--- config.mk ---
export PLATFORM = sky130hd
export DESIGN_NAME = lsu_mem_ctrl
export DESIGN_NICKNAME = d
export VERILOG_FILES = /design/src/rtl/lsu_mem_ctrl_pkg.sv /design/src/rtl/lsu_lane_align.sv /design/src/rtl/lsu_mem_ctrl.sv
export SDC_FILE = /design/constraint.sdc
export NUM_CORES = 1
export LEC_CHECK = 0
export ABC_AREA = 0
export BUFFER_PORTS_ARGS = -buffer_cell sky130_fd_sc_hd__buf_2
export CAP_MARGIN = 0
export CORE_ASPECT_RATIO = 1.1
export CORE_MARGIN = 5
export CORE_UTILIZATION = 55
export CTS_BUF_LIST = sky130_fd_sc_hd__clkbuf_8 sky130_fd_sc_hd__clkbuf_16
export DETAILED_ROUTE_END_ITERATION = 16
export PLACE_DENSITY = 0.93
export SKIP_LAST_GASP = 1
export SYNTH_ARGS = -nofsm -noshare
export SYNTH_HDL_FRONTEND = slang
export SYNTH_HIERARCHICAL = 1
export SYNTH_SLANG_ARGS = --single-unit
export TNS_END_PERCENT = 20
--- constraint.sdc ---
create_clock -name clk -period 4.09 [get_ports clk]
set_input_delay 0.818 -clock clk [delete_from_list [all_inputs] [get_ports clk]]
set_output_delay 0.818 -clock clk [all_outputs]
set_load 0.01 [all_outputs]
--- src/rtl/lsu_mem_ctrl_pkg.sv ---
// rtl/lsu_mem_ctrl_pkg.sv - shared access-size codes, FSM states and bus width for the load/store unit
package lsu_mem_ctrl_pkg;

    localparam int BUS_AW = 30;

    localparam logic [2:0] MEM_B  = 3'b000;
    localparam logic [2:0] MEM_H  = 3'b001;
    localparam logic [2:0] MEM_W  = 3'b010;
    localparam logic [2:0] MEM_BU = 3'b100;
    localparam logic [2:0] MEM_HU = 3'b101;

    typedef enum logic [2:0] {
        ST_IDLE,
        ST_REQ0,
        ST_WAIT0,
        ST_REQ1,
        ST_WAIT1,
        ST_DONE
    } state_t;

endpackage

--- src/rtl/lsu_lane_align.sv ---
// rtl/lsu_lane_align.sv - byte-mask generation, store lane shift and load extract/extend
module lsu_lane_align
    import lsu_mem_ctrl_pkg::*;
(
    input  logic [2:0]  size,
    input  logic [1:0]  offset,
    input  logic [31:0] store_data,
    input  logic [63:0] load_buf,
    output logic        legal,
    output logic [7:0]  mask,
    output logic [63:0] store_lanes,
    output logic [31:0] load_data
);

    logic [3:0]  base_mask;
    logic [63:0] shifted;

    always_comb begin
        legal     = 1'b1;
        base_mask = 4'h0;
        case (size)
            MEM_B, MEM_BU: base_mask = 4'h1;
            MEM_H, MEM_HU: base_mask = 4'h3;
            MEM_W:         base_mask = 4'hF;
            default:       legal     = 1'b0;
        endcase
    end

    // Two-word view: the upper half belongs to the second beat of a split access.
    assign mask        = {4'h0, base_mask} << offset;
    assign store_lanes = {32'h0, store_data} << {offset, 3'b000};
    assign shifted     = load_buf >> {offset, 3'b000};

    always_comb begin
        load_data = 32'h0;
        case (size)
            MEM_B:   load_data = {{24{shifted[7]}}, shifted[7:0]};
            MEM_BU:  load_data = {24'h0, shifted[7:0]};
            MEM_H:   load_data = {{16{shifted[15]}}, shifted[15:0]};
            MEM_HU:  load_data = {16'h0, shifted[15:0]};
            MEM_W:   load_data = shifted[31:0];
            default: load_data = 32'h0;
        endcase
    end

endmodule

--- src/rtl/lsu_mem_ctrl.sv ---
// rtl/lsu_mem_ctrl.sv - M-stage load/store controller driving a handshaked word bus
module lsu_mem_ctrl
    import lsu_mem_ctrl_pkg::*;
#(
    parameter bit ALLOW_MISALIGNED = 1'b1
) (
    input  logic              clk,
    input  logic              reset,
    input  logic              memreadM,
    input  logic              memwriteM,
    input  logic [31:0]       aluoutM,
    input  logic [31:0]       writedataM,
    input  logic [2:0]        memsizeM,
    output logic [31:0]       readdataM,
    output logic              stallM,
    output logic              done,
    output logic              err,
    output logic              bus_req,
    output logic              bus_we,
    output logic [BUS_AW-1:0] bus_addr,
    output logic [3:0]        bus_be,
    output logic [31:0]       bus_wdata,
    input  logic              bus_gnt,
    input  logic              bus_rvalid,
    input  logic [31:0]       bus_rdata
);

    state_t      state, state_next;
    logic [31:0] addr_q, wdata_q;
    logic [2:0]  size_q;
    logic        we_q, err_q;
    logic [63:0] buf_q;

    logic        idle, access, legal, crosses, bad;
    logic [2:0]  size_sel;
    logic [1:0]  off_sel;
    logic [7:0]  mask;
    logic [63:0] store_lanes;
    logic [31:0] load_data;

    assign idle   = (state == ST_IDLE);
    assign access = memreadM | memwriteM;

    // Live inputs are only needed to classify the access in IDLE; afterwards the latched copy rules.
    assign size_sel = idle ? memsizeM : size_q;
    assign off_sel  = idle ? aluoutM[1:0] : addr_q[1:0];

    lsu_lane_align u_align (
        .size        (size_sel),
        .offset      (off_sel),
        .store_data  (wdata_q),
        .load_buf    (buf_q),
        .legal       (legal),
        .mask        (mask),
        .store_lanes (store_lanes),
        .load_data   (load_data)
    );

    assign crosses = |mask[7:4];
    assign bad     = !legal || (crosses && !ALLOW_MISALIGNED);

    always_ff @(posedge clk) begin
        if (!reset) begin
            state <= ST_IDLE;
        end else begin
            state <= state_next;
        end
    end

    always_ff @(posedge clk) begin
        if (!reset) begin
            addr_q  <= 32'h0;
            wdata_q <= 32'h0;
            size_q  <= 3'h0;
            we_q    <= 1'b0;
            err_q   <= 1'b0;
            buf_q   <= 64'h0;
        end else begin
            if (idle && access) begin
                addr_q  <= aluoutM;
                wdata_q <= writedataM;
                size_q  <= memsizeM;
                we_q    <= memwriteM;
                err_q   <= bad;
                buf_q   <= 64'h0;
            end
            if (state == ST_WAIT0 && bus_rvalid) buf_q[31:0]  <= bus_rdata;
            if (state == ST_WAIT1 && bus_rvalid) buf_q[63:32] <= bus_rdata;
        end
    end

    always_comb begin
        state_next = state;
        stallM     = 1'b0;
        done       = 1'b0;
        err        = 1'b0;
        readdataM  = 32'h0;
        bus_req    = 1'b0;
        bus_we     = 1'b0;
        bus_addr   = '0;
        bus_be     = 4'h0;
        bus_wdata  = 32'h0;
        case (state)
            ST_IDLE: begin
                if (access) begin
                    stallM     = 1'b1;
                    state_next = bad ? ST_DONE : ST_REQ0;
                end
            end
            ST_REQ0: begin
                stallM    = 1'b1;
                bus_req   = 1'b1;
                bus_we    = we_q;
                bus_addr  = addr_q[31:2];
                bus_be    = mask[3:0];
                bus_wdata = store_lanes[31:0];
                if (bus_gnt) state_next = ST_WAIT0;
            end
            ST_WAIT0: begin
                stallM = 1'b1;
                if (bus_rvalid) state_next = crosses ? ST_REQ1 : ST_DONE;
            end
            ST_REQ1: begin
                stallM    = 1'b1;
                bus_req   = 1'b1;
                bus_we    = we_q;
                bus_addr  = addr_q[31:2] + 30'd1;
                bus_be    = mask[7:4];
                bus_wdata = store_lanes[63:32];
                if (bus_gnt) state_next = ST_WAIT1;
            end
            ST_WAIT1: begin
                stallM = 1'b1;
                if (bus_rvalid) state_next = ST_DONE;
            end
            ST_DONE: begin
                done       = 1'b1;
                err        = err_q;
                readdataM  = (err_q || we_q) ? 32'h0 : load_data;
                state_next = ST_IDLE;
            end
            default: state_next = ST_IDLE;
        endcase
    end

endmodule

==> results of run 1 <==
power breakdown:
part           leakage [nW]  switching (mW)  internal, mW
Sequential             1.05           0.158          1.38
Combinational          2.87            1.01         0.593
Clock                 0.278           0.594         0.903
layout by cell type (no fill, tap or decap), types with 15 or more instances in the layout:
| cell type | instances |
|---|---|
| buf_4 | 17 |
| a21oi_1 | 26 |
| o21ai_0 | 32 |
| mux2i_1 | 73 |
| a21boi_0 | 123 |
| nand3_1 | 67 |
| and3_1 | 16 |
| dfxtp_1 | 127 |
| clkbuf_16 | 17 |
| or4_1 | 15 |
| nor2_1 | 78 |
| and2_1 | 51 |
| nand2_1 | 265 |
| mux4_2 | 28 |
| buf_2 | 207 |
worst max-delay path, delay by kind of cell (launching register included):
| kind | cells | cell delay [ns] |
|---|---|---|
| muxes | 2 | 0.66 |
| and+or+nand+nor | 2 | 0.54 |
| AOI/OAI and AO/OA | 3 | 0.89 |
| DFF | 1 | 0.43 |
| buffers and inverters | 1 | 0.15 |
repair_timing:
action | in CTS | in global routing
pin swaps | 0 | 0
gates resized for setup | 1 | 1
setup endpoints to repair | 6 | 36
final cells by class:
type / instances / area share [%]
clock buffer: 17 / 4.21
antenna: 1 / 0.0248
timing repair buffer: 226 / 11.9
clock inverter: 14 / 1.55
multi-input combinational: 867 / 54.2
tap: 196 / 2.43
inverter: 7 / 0.260
sequential: 128 / 25.4
flip-flops by register name, indices dropped and copies added (netlist names):
name	flops
we_q	1
addr_q	32
size_q	3
state	3
buf_q	56
wdata_q	32
err_q	1
metal layers:
layer / wire length (µm) / vias up
met5: 0 / -
met4: 1060 / 0
met3: 2750 / 81
met2: 12500 / 484
met1: 9840 / 4063
li1: - / 4074
stage by stage:
stage	power [mW]	hold WS (ns)	instance area (µm²)	worst slack (ns)
floorplan	2.69	0.441	8520	0.904
global placement	3.08	0.450	9500	0.462
detailed placement	3.12	0.465	9500	0.381
CTS	4.63	0.473	10100	0.0833
global route	4.88	0.496	10100	0.0156
finish	4.64	0.469	10100	0.178
worst paths after layout:
kind,end,depth (start not counted)
setup / recovery,readdataM[31],8
hold / removal,addr_q[1],2
setup reg to reg,state[1],9
hold reg to reg,addr_q[1],2
==> flow_metrics.env, run 1 <==
export IMPL_critPathRequiredTime_ns=3.27
export IMPL_die_y_um=140
export IMPL_vdd_drop_max_mv=0.295
export IMPL_start_util_pct=56.2
export IMPL_final_core_utilization_pct=66.8
export IMPL_syn_inst=1100
export IMPL_final_setup_viol_count=0
export IMPL_grt_pass1_vias=8169
export IMPL_use_met2_pct=46.4
export IMPL_worst_slew_pin_slew_ns=1.20
export IMPL_die_area_um2=18000
export IMPL_critPathLaunch="state[0]"
export IMPL_io_buffers=207
export IMPL_multi_input_area_um2=5470
export IMPL_die_w_um=128
export IMPL_period_share_pct=95.6
export IMPL_h_tree_depth=4
export IMPL_drt_initial_drc_count=772
export IMPL_avgViaCountPerCell=5.98
export IMPL_crit_type="flip-flop to output pin"
export IMPL_coreArea_um2=15100
export IMPL_place_congestion=0.923
export IMPL_p_per_area_nw_per_um2=460
export IMPL_grt_use_met3_pct=5.52
export IMPL_pin_count=208
export IMPL_ys_warnings_count=6
export IMPL_finalHoldViolations=0
export IMPL_post_cts_setup_buffers=0
export IMPL_placementRows=47
export IMPL_grt_max_degree=96
export IMPL_wl_per_cell_um=18.0
export IMPL_crit_arrival_ns=3.09
export IMPL_r2r_start="state[0]"
export IMPL_maxCapViolCount=0
export IMPL_avgSynthCellArea_um2=7.72
export IMPL_fmax_ghz=0.256
export IMPL_grt_overflow=0
export IMPL_regArea_um2=2560
export IMPL_use_met1_pct=34.7
export IMPL_wirelength_um=26200
export IMPL_start_kind="flip-flop"
export IMPL_postRouteAntennaNets=0
export IMPL_layout_nets=1353
export IMPL_fin_crit_ns=3.91
export IMPL_synth_area_um2=8490
export IMPL_drive_gt1_share_pct=24.5
export IMPL_detail_route_first_pass_iterations=5
export IMPL_slowest_delay_ns=0.51
export IMPL_end_kind="output pin"
export IMPL_numCtsBuffers=17
export IMPL_drc_errors=0
export IMPL_slew_viol_final=0
export IMPL_hp_start="addr_q[1]"
export IMPL_path_max_fanout=11
export IMPL_area_delta_synth_final_pct=18.9
export IMPL_hpwlAfterDp_um=18400
export IMPL_path_cells="nor3_4 > mux2_4 > mux2i_2 > a21oi_1 > o221ai_2 > o21ai_0 > and2_1 > buf_2"
export IMPL_hp_class="flip-flop to flip-flop"
export IMPL_grt_busiest_layer="met2"
export IMPL_relSlewSlack_pct=19.9
export IMPL_clock_sinks=128
export IMPL_p_leak_nw=4.19
export IMPL_grt_pass1_wl_um=40800
export IMPL_reg2reg_slack_ns=1.28
export IMPL_finalSetupTns_ns=0
export IMPL_nFillCells=1238
export IMPL_rsz0062_at_grt="false"
export IMPL_cpMaxStageDelayCell="o221ai_2"
export IMPL_antenna_found_initial=1
export IMPL_cts_root_buffer="clkbuf_16"
export IMPL_cts_reportedPaths_clkPinSlew_ns=0.06
export IMPL_vias=8702
export IMPL_dp_cells=1424
export IMPL_cts_tree="done"
export IMPL_layout_cells_non_filler=1456
export IMPL_postCtsHoldBufs=0
export IMPL_cts_buffer_depth=2
export IMPL_grt_use_total_pct=28.0
export IMPL_worst_clock_skew_ns=0.00878
export IMPL_clkLatencyLatePin_ns=0.42
export IMPL_outcome="completed"
Power figures use the tool's default switching activity.
==> run 2, diff against run 1 <==
CORE_UTILIZATION = 56   (was 55)
CTS_BUF_LIST = sky130_fd_sc_hd__clkbuf_2   (was sky130_fd_sc_hd__clkbuf_8 sky130_fd_sc_hd__clkbuf_16)
PLACE_DENSITY = 0.94   (was 0.93)
==> run 2 against run 1 <==
  * Clock-buffer cell count unchanged
  * Hold slack worse by 0.17 ns
  * Clock power down 44%
  * Die area down 1.7%
  * Non-clock buffer count up 12
  * Sequential share of layout area up 0.38 points
  * Register-to-register slack about the same
  * Via count down 0.71%
  * Cell count up 1.0%
==> flow_metrics.env, run 2 (synthesized netlist as in run 1, its figures left out) <==
export IMPL_hpwlAfterDp_um=18100
export IMPL_area_delta_synth_final_pct=17.3
export IMPL_period_share_pct=98.6
export IMPL_vdd_drop_max_mv=0.227
export IMPL_r2r_end="state[2]"
export IMPL_io_buffers=207
export IMPL_fin_crit_ns=4.03
export IMPL_die_area_um2=17700
export IMPL_die_y_um=139
export IMPL_cts_root_buffer="clkbuf_2"
export IMPL_wl_per_cell_um=17.3
export IMPL_layout_cells_non_filler=1471
export IMPL_crit_arrival_ns=3.22
export IMPL_dp_cells=1426
export IMPL_p_leak_nw=4.14
export IMPL_start_kind="flip-flop"
export IMPL_critPathLaunch="state[2]"
export IMPL_worst_slew_pin_slew_ns=1.19
export IMPL_crit_end="readdataM[21]"
export IMPL_critPathRequiredTime_ns=3.27
export IMPL_layout_nets=1366
export IMPL_vias=8640
export IMPL_final_cell_mix="264 x nand2_1, 207 x buf_2, 125 x dfxtp_1"
export IMPL_hp_class="input port to flip-flop"
export IMPL_drc_errors=0
export IMPL_avgViaCountPerCell=5.87
export IMPL_crit_type="flip-flop to output pin"
export IMPL_worst_clock_skew_ns=0.0320
export IMPL_largest_register="buf_q"
export IMPL_cts_reportedPaths_clkPinSlew_ns=0.24
export IMPL_grt_max_degree=129
export IMPL_cts_tree="done"
export IMPL_antenna_found_initial=2
export IMPL_detail_route_first_pass_iterations=5
export IMPL_place_congestion=0.955
export IMPL_grt_overflow=0
export IMPL_nFillCells=1241
export IMPL_use_met1_pct=35.2
export IMPL_grt_pass1_vias=8043
export IMPL_grt_pass1_wl_um=40300
export IMPL_finalHoldViolations=0
export IMPL_drive_gt1_share_pct=26.1
export IMPL_postRouteAntennaNets=0
export IMPL_clkLatencyLatePin_ns=0.73
export IMPL_slew_viol_final=0
export IMPL_grt_use_total_pct=27.7
export IMPL_outcome="completed"
export IMPL_maxCapViolCount=0
export IMPL_start_util_pct=56.6
export IMPL_grt_use_met3_pct=5.70
export IMPL_use_met2_pct=45.1
export IMPL_hold_ws_ns=0.295
export IMPL_relSlewSlack_pct=20.1
export IMPL_rsz0062_at_grt="true"
export IMPL_drt_initial_drc_count=755
export IMPL_path_max_fanout=8
export IMPL_end_kind="output pin"
export IMPL_placementRows=47
export IMPL_reg2reg_slack_ns=1.28
export IMPL_die_w_um=127
export IMPL_largest_reg_flops=56
export IMPL_largestRegisters="buf_q: 56 flops, addr_q: 32 flops, wdata_q: 32 flops"
export IMPL_cts_buffer_depth=2
export IMPL_h_tree_depth=4
export IMPL_pin_count=208
export IMPL_coreArea_um2=15000
export IMPL_r2r_start="state[2]"
export IMPL_numCtsBuffers=17
export IMPL_postCtsHoldBufs=0
export IMPL_rr_worst_depth=9
export IMPL_fmax_ghz=0.248
export IMPL_clock_sinks=128
export IMPL_p_per_area_nw_per_um2=410
export IMPL_grt_busiest_layer="met2"
export IMPL_hp_start="aluoutM[29]"
export IMPL_final_setup_viol_count=0
export IMPL_mostFrequentLayoutCell="nand2_1"
export IMPL_wirelength_um=25500
run 2: final cells by class:
class                           count  area (µm²)  share of cell area [%]
Antenna cell                        2        5.00                  0.0502
Clock buffer                       17        85.1                   0.854
Clock inverter                     15         173                    1.73
Inverter                            7        26.3                   0.264
Multi-Input combinational cell    868        5540                    55.6
Sequential cell                   128        2570                    25.8
Tap cell                          196         245                    2.46
Timing Repair Buffer              238        1320                    13.3
run 2: repair_timing:
| item | CTS | global route |
|---|---|---|
| pin swaps | 2 | 5 |
| setup buffers | 2 | 8 |
| gates resized for setup | 6 | 20 |
| cloned | 1 | 0 |
| setup endpoints to repair | 44 | 49 |
run 2: worst max-delay path: stages, from the launching register on:
cell and delay, ns:
dfxtp_4 0.42, nor3_4 0.31, buf_4 0.17, buf_6 0.13, mux2_4 0.36, a211oi_2 0.33
o221ai_4 0.25, buf_4 0.20, nand2_1 0.06, and2_1 0.13, buf_2 0.14
run 2: worst min path at each step:
stage | to | slack (ns) | cells after the start
floorplan | size_q[2] | 0.44 | 2
global placement | size_q[2] | 0.45 | 2
detailed placement | size_q[2] | 0.46 | 2
CTS | addr_q[29] | 0.25 | 3
global route | addr_q[28] | 0.24 | 3
finish | addr_q[29] | 0.30 | 3
run 2: power by group:
group | internal [mW] | total, mW | leakage [nW] | switching (mW)
clock network | 0.298 | 0.843 | 0.145 | 0.544
logic | 0.662 | 1.70 | 2.95 | 1.04
registers | 1.38 | 1.54 | 1.05 | 0.158
total | 2.34 | 4.09 | 4.14 | 1.74
run 2: metal layers:
layer / vias to the layer above / part of all wire, %
li1: 4111 / -
met1: 3987 / 38
met2: 454 / 48
met3: 88 / 9.4
met4: 0 / 4.1
met5: - / 0
run 2: through the flow:
stage          cell area (µm²)  setup WS, ns  total power [mW]  TNS (ns)  util, %
2_1_floorplan             8520         0.904              2.69         0        -
3_3_place_gp              9520         0.600              3.07         0     63.5
3_5_place_dp              9520         0.529              3.12         0     63.5
4_1_cts                   9830       0.00449              3.99         0     65.5
5_1_grt                   9960       -0.0734              4.32    -0.642     66.4
6_report                  9960        0.0565              4.09         0     66.4
